--- src/rtl/hm_pkg.sv ---
// Shared types and helpers for the hashing-result scheduler.
// Result layout: hash in the upper 256 bits, nonce in the low 32.
package hm_pkg;

    typedef enum logic {IDLE, SEND} hm_sched_state_t;

    localparam int HM_RESULT_WORDS = 9;
    localparam int HM_RESULT_BITS  = 288;

    typedef struct packed {
        logic [255:0] hash;
        logic [31:0]  nonce;
    } hm_result_t;

    function automatic logic [31:0] byte_swap32(input logic [31:0] x);
        return {x[7:0], x[15:8], x[23:16], x[31:24]};
    endfunction

endpackage

--- src/rtl/hm_result_scheduler_rr_arbiter.sv ---
// Round-robin arbiter: combinational one-hot grant, pointer advances past the winner on update.
// Latency: grant same cycle as req; pointer moves on the update edge.
// Backpressure: none; caller decides when a grant is consumed via update.
module rr_arbiter #(
    parameter int NUM_CORES = 4
) (
    input  logic                         clk,
    input  logic                         rst,
    input  logic [NUM_CORES-1:0]         req,
    input  logic                         update,
    output logic [NUM_CORES-1:0]         grant,
    output logic [$clog2(NUM_CORES)-1:0] grant_idx
);
    localparam int IW = $clog2(NUM_CORES);

    logic [IW-1:0] ptr;
    logic [IW:0]   sum;
    logic [IW-1:0] idx;
    logic          found;

    // Scan from ptr upward, wrapping, and take the first requester.
    always_comb begin
        grant     = '0;
        grant_idx = '0;
        found     = 1'b0;
        sum       = '0;
        idx       = '0;
        for (int i = 0; i < NUM_CORES; i++) begin
            sum = {1'b0, ptr} + (IW+1)'(i);
            if (sum >= (IW+1)'(NUM_CORES))
                sum = sum - (IW+1)'(NUM_CORES);
            idx = sum[IW-1:0];
            if (!found && req[idx]) begin
                found      = 1'b1;
                grant[idx] = 1'b1;
                grant_idx  = idx;
            end
        end
    end

    always_ff @(posedge clk or posedge rst) begin
        if (rst)
            ptr <= '0;
        else if (update)
            ptr <= (grant_idx == IW'(NUM_CORES-1)) ? '0 : grant_idx + 1'b1;
    end

endmodule

--- src/rtl/hm_result_scheduler.sv ---
// Captures one core result via round-robin, halts cores, streams 9 byte-swapped words.
// Latency: ack, busy and word 0 appear the cycle after core_valid in IDLE.
// Backpressure: out_word/out_last hold while out_valid && !out_ready.
module hm_result_scheduler
    import hm_pkg::*;
#(
    parameter int NUM_CORES = 4
) (
    input  logic                        clk,
    input  logic                        rst,
    input  logic [NUM_CORES-1:0]        core_valid,
    input  logic [NUM_CORES-1:0][255:0] core_hash,
    input  logic [NUM_CORES-1:0][31:0]  core_nonce,
    output logic [NUM_CORES-1:0]        core_ack,
    input  logic                        new_job,
    output logic                        halt_cores,
    output logic [31:0]                 out_word,
    output logic                        out_valid,
    input  logic                        out_ready,
    output logic                        out_last,
    output logic                        busy
);
    localparam int WORDS = HM_RESULT_WORDS;
    localparam int IW    = $clog2(NUM_CORES);

    hm_sched_state_t                state;
    logic [3:0]                     k;
    hm_result_t                     result;
    logic [WORDS-1:0][31:0]         result_words;
    logic [NUM_CORES-1:0]           grant;
    logic [IW-1:0]                  grant_idx;
    logic                           capture;

    assign capture = (state == IDLE) && (|core_valid);

    rr_arbiter #(.NUM_CORES(NUM_CORES)) u_arb (
        .clk       (clk),
        .rst       (rst),
        .req       (core_valid),
        .update    (capture),
        .grant     (grant),
        .grant_idx (grant_idx)
    );

    // Word 0 is the top 32 bits of the hash, so index from the MSB end.
    assign result_words = result;
    assign out_word     = byte_swap32(result_words[4'(WORDS-1) - k]);

    always_ff @(posedge clk or posedge rst) begin
        if (rst) begin
            state      <= IDLE;
            k          <= '0;
            result     <= '0;
            core_ack   <= '0;
            halt_cores <= 1'b0;
            out_valid  <= 1'b0;
            out_last   <= 1'b0;
            busy       <= 1'b0;
        end else begin
            core_ack <= '0;
            // A capture on the same edge as new_job keeps the cores halted.
            if (capture)
                halt_cores <= 1'b1;
            else if (new_job)
                halt_cores <= 1'b0;

            case (state)
                IDLE: begin
                    if (capture) begin
                        result    <= {core_hash[grant_idx], core_nonce[grant_idx]};
                        k         <= '0;
                        core_ack  <= grant;
                        out_valid <= 1'b1;
                        out_last  <= 1'b0;
                        busy      <= 1'b1;
                        state     <= SEND;
                    end
                end
                SEND: begin
                    if (out_ready) begin
                        if (out_last) begin
                            k         <= '0;
                            out_valid <= 1'b0;
                            out_last  <= 1'b0;
                            busy      <= 1'b0;
                            state     <= IDLE;
                        end else begin
                            k        <= k + 1'b1;
                            out_last <= (k == 4'(WORDS-2));
                        end
                    end
                end
                default: state <= IDLE;
            endcase
        end
    end

endmodule

--- config.mk ---
export PLATFORM = sky130hd
export DESIGN_NAME = hm_result_scheduler
export DESIGN_NICKNAME = d
export VERILOG_FILES = /design/src/rtl/hm_pkg.sv /design/src/rtl/hm_result_scheduler_rr_arbiter.sv /design/src/rtl/hm_result_scheduler.sv
export SDC_FILE = /design/constraint.sdc
export NUM_CORES = 1
export LEC_CHECK = 0
export BUFFER_PORTS_ARGS = -buffer_cell sky130_fd_sc_hd__buf_2
export CORE_AREA = 2 2 466 468
export DETAILED_ROUTE_END_ITERATION = 7
export DIE_AREA = 0 0 468 470
export PLACE_DENSITY = 0.33
export SYNTH_ARGS = -nofsm -noshare
export SYNTH_HDL_FRONTEND = slang
export SYNTH_HIERARCHICAL = 1
export SYNTH_SLANG_ARGS = --single-unit
--- constraint.sdc ---
create_clock -name clk -period 10.99 [get_ports clk]
set_input_delay 1.099 -clock clk [delete_from_list [all_inputs] [get_ports clk]]
set_output_delay 1.099 -clock clk [all_outputs]
set_load 0.1 [all_outputs]
Word level (Yosys, flattened, before mapping)
Index checks and enable logic that the tools add are counted.
W data, S select, Z words.
{ "classes": {"n_addsub": 10, "n_lt_le_gt_ge": 14, "eq_ne": 5, "bitwise_logic": 4, "n_reduce_logical": 16, "n_mux": 58} }
{ "ops": {"columns": ["operator", "n"], "rows": [
  ["$bmux W256 S2", 1],
  ["$mux W256", 1],
  ["$bmux W32 S4", 1],
  ["$bmux W32 S2", 1],
  ["$mux W32", 2],
  ["$mux W4", 9],
  ["$mux W1", 22],
  ["$mux W2", 9],
  ["$lt A2 B3 Y1 const B", 5],
  ["$or A4 B4 Y4", 3],
  ["$ge A3 B3 Y1 const B", 3],
  ["$bmux W1 S2", 4],
  ["$demux W1 S2", 4],
  ["$ge A2 B1 Y1 const B", 4],
  ["$logic_and A1 B1 Y1", 8],
  ["$pmux W4 S2", 1],
  ["$sub A2 B1 Y2 const B", 4],
  ["$add A2 B2 Y3 const B", 2],
  ["$ne A2 B2 Y1 const B", 3],
  ["$pmux W1 S2", 3],
  ["$lt A4 B5 Y1 const B", 1],
  ["$add A4 B1 Y4 const B", 1],
  ["$eq A4 B3 Y1 const B", 1],
  ["$reduce_and A2 Y1", 2],
  ["other kinds (10)", 12]
]} }
{ "totals": {"ff_bits": 302} }

Longest topological paths before layout
Gate-level depths: netlist of the first run.
{ "logic_depth": {"ltp_word": 16, "mapped_depth": 14, "depth_no_buf": 8} }

Modules after synthesis
The synthesis of the first run kept the hierarchy.
{ "modules_own_cells": {"columns": ["mod", "seq_area_each_um2", "cells_per_inst", "n_inst", "area_each_um2"], "rows": [
  ["hm_result_scheduler", 7507.2, 1212, 1, 20173.1],
  ["rr_arbiter", 50.0, 61, 1, 553.0]
]} }

Worst setup path after synthesis of the first run
OpenSTA, ideal clock, no wires.
{ "synth_timing": {"kind": "register to output", "start": "register k[0]", "end": "output port out_word[0]", "stages_incl_launch_ff": 10, "arrival_ps": 2566, "path_buffers": 4, "slack_ps": 7325, "path_cell_list": "dfrtp_1 -> clkbuf_1 -> inv_1 -> ha_1 -> buf_2 -> buf_2 -> nand3b_1 -> clkbuf_1 -> o22ai_1 -> a221o_1"} }
{ "synth_between": {"elab_chain_len": 3} }
{ "synth_lines": {"columns": ["element", "line", "rtl"], "rows": [
  ["start, declared", "hm_result_scheduler.sv:27", "logic [3:0] k;"],
  ["start signal, assigned", "hm_result_scheduler.sv:88", "k <= k + 1'b1;"],
  ["$sub A4 B4 Y4", "hm_result_scheduler.sv:47", "assign out_word = byte_swap32(result_words[4'(WORDS-1) - k]);"],
  ["$bmux W32 S4", "hm_result_scheduler.sv:47", null],
  ["$mux W32 (implied by the code)", "hm_result_scheduler.sv:47", null],
  ["end, declared", "hm_result_scheduler.sv:17", "output logic [31:0] out_word,"]
]} }
Every way passes these cells. The select of a mux whose other input is x is not followed.

Worst setup path after layout of the first run
{ "layout_timing": {"start": "register k[0]", "end": "output port out_word[31]"} }
The elaborated chain is that of the path after synthesis.

==> results.cfg, run 1 <==
[outcome]
status = finished clean

[floorplanning]
start_util_pct = 9.61
die_h_um = 470
design.die.area_sq_um = 220000
core_area_sq_um = 216000
ioPinCount = 1200
rows = 171
die_w_um = 468

[timing]
min_period_ps = 5800
final-setup-viol-count = 0
finalHoldViolations = 0
max-slew-margin-rel_pct = 14.9
rsz0062_at_grt = false
drv_slew = 0
worstMarginPinSlew_ps = 1280
min_period_over_period_pct = 52.8
fmax_mhz = 172
fin_ws_ps = 5190
holdWs_ps = 360
finalClockSkew_ps = 36.6
tns_ps = 0

[routing]
wl_per_cell_um = 33.1
dr.first_iter.drc_count = 1093
detail-route-antenna-nets = 0
firstDrtPassIters = 5
drc = 0
vias_per_cell = 3.57
totalWireLength_um = 178000
num_vias = 19100

[final_layout]
nFillCells = 24200
finish.net_count = 3582
area_growth_pct = 53.2
finalInstanceArea_sq_um = 31800
final_layout_size_suffix_gt1_share_pct = 79.2

[clock_tree]
hold_buffers = 0
numCtsBuffers = 48
cts_tree = built
cts_resized = 0
htree_levels = 2
cts.sinks = 302
clk_pin_slew_worst_paths_ps = 60
postCtsSetupBuffers = 0
cts_root_buf = clkbuf_16
clock_path_buffers = 3
clk_latency_ps = 680

[global_routing]
grt_max_degree = 131
use_met2_pct = 24.9
grt_pass1_wl_um = 222000
antenna_found_initial = 201
met1_usage_pct = 19.6
gr-total-overflow = 0
use_met3_pct = 6.54
grt.total_usage_pct = 15.6
busiest_layer = met2
grt_pass1_vias = 20300

[placement]
gp_congestion = 0.894
dpl_cell_area_sq_um = 29900
hpwlAfterDp_um = 152000
dp_slack_ps = 5630
port_buffers = 1199

[setup_path]
worstSetupPathType = reg -> out
reg2reg_slack_ps = 6150
crit_start = k[0]
worstReg2RegEnd = result[176]
arrival_ps = 4710
startpoint_type = flip-flop
cp-end-kind = primary output
crit_required_ps = 9890
crit_fanout = 48
r2r_cells = 10

[job]
cap_violations = 0

[logic_synthesis]
ys_seq_area_share_pct = 36.5
syn-num-nets = 2440
ys_seq_elements = 302
yosysWarnings = 6
synth_xor_area_share_pct = 0.169
synthSimpleGateAreaFrac_pct = 1.67
synth_compound_area_share_pct = 3.59
synthAdderAreaFrac_pct = 0.423
muxShareOfSynthArea_pct = 54.2
synth-main-ff-cell = dfrtp_1
synth_top_family_by_area = multiplexers
async_flop_share_pct = 100
netlist-cell-type-count = 53
syn_inst = 1273
syn_area_per_cell_sq_um = 16.3
synth_edf_count = 0
syn_area_sq_um = 20700

[min_path]
hp-class = in -> async

[pwr]
peakVddDrop_mv = 0.279
power.density_nw_per_um2 = 375
power.total_mw = 11.9
p_leak_nw = 13.1
[cell families (layout without fill, tap and decap cells)]
group                      after synthesis  in the layout
buffers and inverters                  143           1321
other                                    0             51
DFF                                    302            302
AOI/OAI and AO/OA                       93             93
adders and majority gates                7              7
and+or+nand+nor                         58             58
muxes                                  666            666
xor gates and xnor gates                 4              4
[where the power goes]
group | internal (mW) | total, mW | switching, mW
sequential | 1.67 | 2.42 | 0.753
clock | 1.05 | 1.73 | 0.677
combinational | 3.12 | 7.75 | 4.63
total | 5.84 | 11.9 | 6.06
[placed cells by master (no fill, tap or decap), types with 3 or more instances in the layout]
master,instances
dfrtp_1,301
buf_12,4
nor2_1,5
nor2b_1,16
buf_2,1199
bufinv_16,7
clkbuf_16,49
mux4_2,336
a21oi_1,3
and2_1,4
o21ai_0,11
ha_1,6
inv_1,8
nand2_1,12
clkinv_2,3
clkbuf_8,11
mux2i_1,42
diode_2,51
buf_4,19
clkbuf_1,11
mux2_2,288
a22oi_1,8
a221o_1,32
o22ai_1,22
[registers in the layout (all words and copies together), names as in the netlist, named ones only]
signal and count:
k 4, busy 1, result 288, halt_cores 1, state 1, core_ack 4
u_arb/ptr 1, out_last 1
[per-layer routing]
metal  vias to the layer above  wire length (um)
met5                         -               693
met4                       102              3890
met3                       293             19500
met2                      1121             80000
met1                      9848             73400
li1                       7734                 -
[through the flow]
stage,util (%),std cells
after floorplan,-,1273
after global placement,13.9,5218
after detailed placement,13.9,5219
after CTS,14.7,5305
after global routing,14.7,5317
final,14.7,5356
[critical path, stage by stage (launching register included)]
cell,delay [ps]
dfrtp_4,1030
inv_1,220
ha_4,1120
mux4_2,800
a221o_1,390
buf_2,330
[worst max-delay path by stage]
stage              endpoint  slack [ps]  depth (start not counted)
6_report       out_word[31]        5190                          5
5_1_grt        out_word[27]        4880                          6
4_1_cts        out_word[11]        4840                          7
3_5_place_dp   out_word[11]        5630                          7
3_3_place_gp   out_word[11]        5020                          8
2_1_floorplan          busy        1600                          1
[synthesized netlist by cell type (3+ instances only)]
| cell type | count | area, sq um |
|---|---|---|
| mux4_2 | 336 | 7570 |
| buf_1 | 39 | 146 |
| dfrtp_1 | 302 | 7560 |
| nor2b_1 | 16 | 100 |
| nand2_1 | 12 | 45.0 |
| and2_1 | 4 | 25.0 |
| a21oi_1 | 3 | 15.0 |
| clkbuf_1 | 21 | 78.8 |
| a22oi_1 | 8 | 60.1 |
| xor2_1 | 3 | 26.3 |
| buf_2 | 40 | 200 |
| buf_4 | 28 | 210 |
| o21ai_0 | 11 | 55.1 |
| o22ai_1 | 22 | 138 |
| ha_1 | 7 | 87.6 |
| nor2_1 | 7 | 26.3 |
| buf_6 | 3 | 33.8 |
| inv_1 | 9 | 33.8 |
| mux2_2 | 288 | 3240 |
| a221o_1 | 32 | 320 |
| mux2i_1 | 42 | 420 |
[final cells by class]
cell class / instances / area (sq um) / share of cell area, %
Multi-Input combinational cell: 828 / 12500 / 39.4
Sequential cell: 302 / 7560 / 23.8
Timing Repair Buffer: 1224 / 6260 / 19.7
Tap cell: 2854 / 3570 / 11.2
Clock buffer: 71 / 1420 / 4.47
Clock inverter: 15 / 267 / 0.839
Antenna cell: 51 / 128 / 0.402
Inverter: 11 / 48.8 / 0.154
Note: power is estimated with default switching activity, not from simulation.
==> inputs of run 2 (changes only) <==
Settings changed: CORE_AREA 2 2 466 468 to 2 2 461 463, DIE_AREA 0 0 468 470 to 0 0 463 465, PLACE_DENSITY 0.33 to 0.34.
Clock period 10.99 ns to 5 ns, I/O delays scaled along.
==> run 2 against run 1 <==
Compared with the run above:
- via count increased by 1.6%
- setup slack got worse by 4400 ps
- sequential share of layout area decreased by 0.24 points
- register-to-register slack got worse by 5300 ps
- critical path type unchanged
- critical endpoint is now out_word[21]
- largest cell class unchanged
==> results.cfg, run 2 (same netlist as run 1, synthesis figures left out) <==
[routing]
detail-route-antenna-nets = 0
drc = 0
dr.first_iter.drc_count = 987
firstDrtPassIters = 6
totalWireLength_um = 178000
num_vias = 19400
vias_per_cell = 3.63
wl_per_cell_um = 33.3

[placement]
dpl_cell_area_sq_um = 30200
port_buffers = 1199
gp_congestion = 0.938
hpwlAfterDp_um = 155000

[clock_tree]
clk_latency_ps = 660
htree_levels = 2
clk_pin_slew_worst_paths_ps = 60
cts_tree = built
cts.sinks = 302
clock_path_buffers = 3
numCtsBuffers = 49
cts_root_buf = clkbuf_16
cts_resized = 0

[pwr]
peakVddDrop_mv = 0.498
p_clk_share_pct = 14.9
power_frac_comb_pct = 65.6
p_leak_nw = 13.3
pwr-share-seq_pct = 19.5
power.density_nw_per_um2 = 812
p_switching_mw = 12.9
p_sw_share_pct = 49.6
power.internal_mw = 13.1

[floorplanning]
die_w_um = 463
design.die.area_sq_um = 215000
ioPinCount = 1200
die_h_um = 465
core_area_sq_um = 211000
start_util_pct = 9.83
rows = 169

[final_layout]
multi_input_area_sq_um = 12500
seq_area_sq_um = 7560
finalInstanceArea_sq_um = 32100
area_growth_pct = 54.8
finish.net_count = 3597
reg.largest.list = result: 288 flops, core_ack: 4 flops, k: 4 flops
nFillCells = 23700
largest_register_ffs = 288
top_register = result
layout_common_cells = 1,199 x buf_2, 336 x mux4_2, 301 x dfrtp_1
final_common_cell = buf_2
final_layout_size_suffix_gt1_share_pct = 79.4

[timing]
fmax_mhz = 240
finalHoldViolations = 0
rsz0062_at_grt = false
drv_slew = 0
max-slew-margin-rel_pct = 22.7
min_period_over_period_pct = 83.5
min_period_ps = 4170
tns_ps = 0
worstMarginPinSlew_ps = 1160
finalClockSkew_ps = 17.4
final-setup-viol-count = 0

[setup_path]
crit_fanout = 46
startpoint_type = flip-flop
crit_required_ps = 4500
cp-end-kind = primary output
worstSetupPathType = reg -> out
arrival_ps = 3670

[global_routing]
antenna_found_initial = 269
grt.total_usage_pct = 16.1
gr-total-overflow = 0
grt_max_degree = 96
grt_pass1_vias = 20200
grt_pass1_wl_um = 223000

[min_path]
hp-class = in -> reg

[outcome]
status = finished clean

[job]
cap_violations = 0
-- run 2: power by group through the flow --
stage          clock network [mW]  registers (mW)  logic, mW
5_1_grt                      4.14            5.30       18.2
3_3_place_gp                    0            5.25       17.6
6_report                     3.88            5.09       17.1
2_1_floorplan                   0            4.18       12.1
4_1_cts                      4.08            5.20       17.6
3_5_place_dp                    0            5.24       17.6
-- run 2: critical path: stages, from the launching register on --
cell,delay (ps)
dfrtp_1,510
inv_1,120
ha_4,300
buf_12,320
mux4_2,770
a221o_1,450
buf_2,330
-- run 2: path summary, 6_finish.rpt --
kind	end	cells after the start	slack, ps	startpoint
max in group asynchronous	result[17]	4	3220	rst
min in group asynchronous	async pin	3	340	rst
hold reg to reg	result[210]	1	500	result[210]
setup / recovery	out_word[21]	6	830	k[1]
setup reg to reg	result[72]	11	860	flip-flop
hold / removal	state	2	170	out_ready
-- run 2: metrics by stage --
step | hold slack (ps) | cells | utilization (%) | total power [mW] | worst slack, ps
finish | 167 | 5350 | 15.2 | 26.1 | 827
global placement | 403 | 5198 | 14.3 | 22.8 | 868
detailed placement | 396 | 5198 | 14.3 | 22.9 | 837
CTS | 84.3 | 5286 | 15.1 | 26.9 | 686
floorplan | 241 | 1273 | - | 16.3 | 513
global route | 156 | 5306 | 15.2 | 27.6 | 616
-- run 2: cell type report --
cell class	instances	area share (%)
well taps	2821	11.0
inverters	11	0.140
diodes	64	0.499
repair buffers	1238	20.4
multi-input cells	828	39.0
clock inverters	19	1.03
flip-flops and latches	302	23.6
clock buffers	67	4.41
-- run 2: per-layer routing --
| metal | global-route usage [%] | routed length [um] | vias to the layer above | part of all wire [%] |
|---|---|---|---|---|
| li1 | - | - | 7771 | - |
| met1 | 18.5 | 68500 | 9740 | 38 |
| met2 | 26.0 | 80800 | 1244 | 45 |
| met4 | 4.37 | 6000 | 166 | 3.4 |
| met5 | 0 | 1090 | - | 0.61 |
| met3 | 8.60 | 21900 | 479 | 12 |
-- run 2: timing repair --
item | CTS | global route
hold buffers | 2 | 0
setup buffers | 0 | 0
hold endpoints to repair | 17 | 0
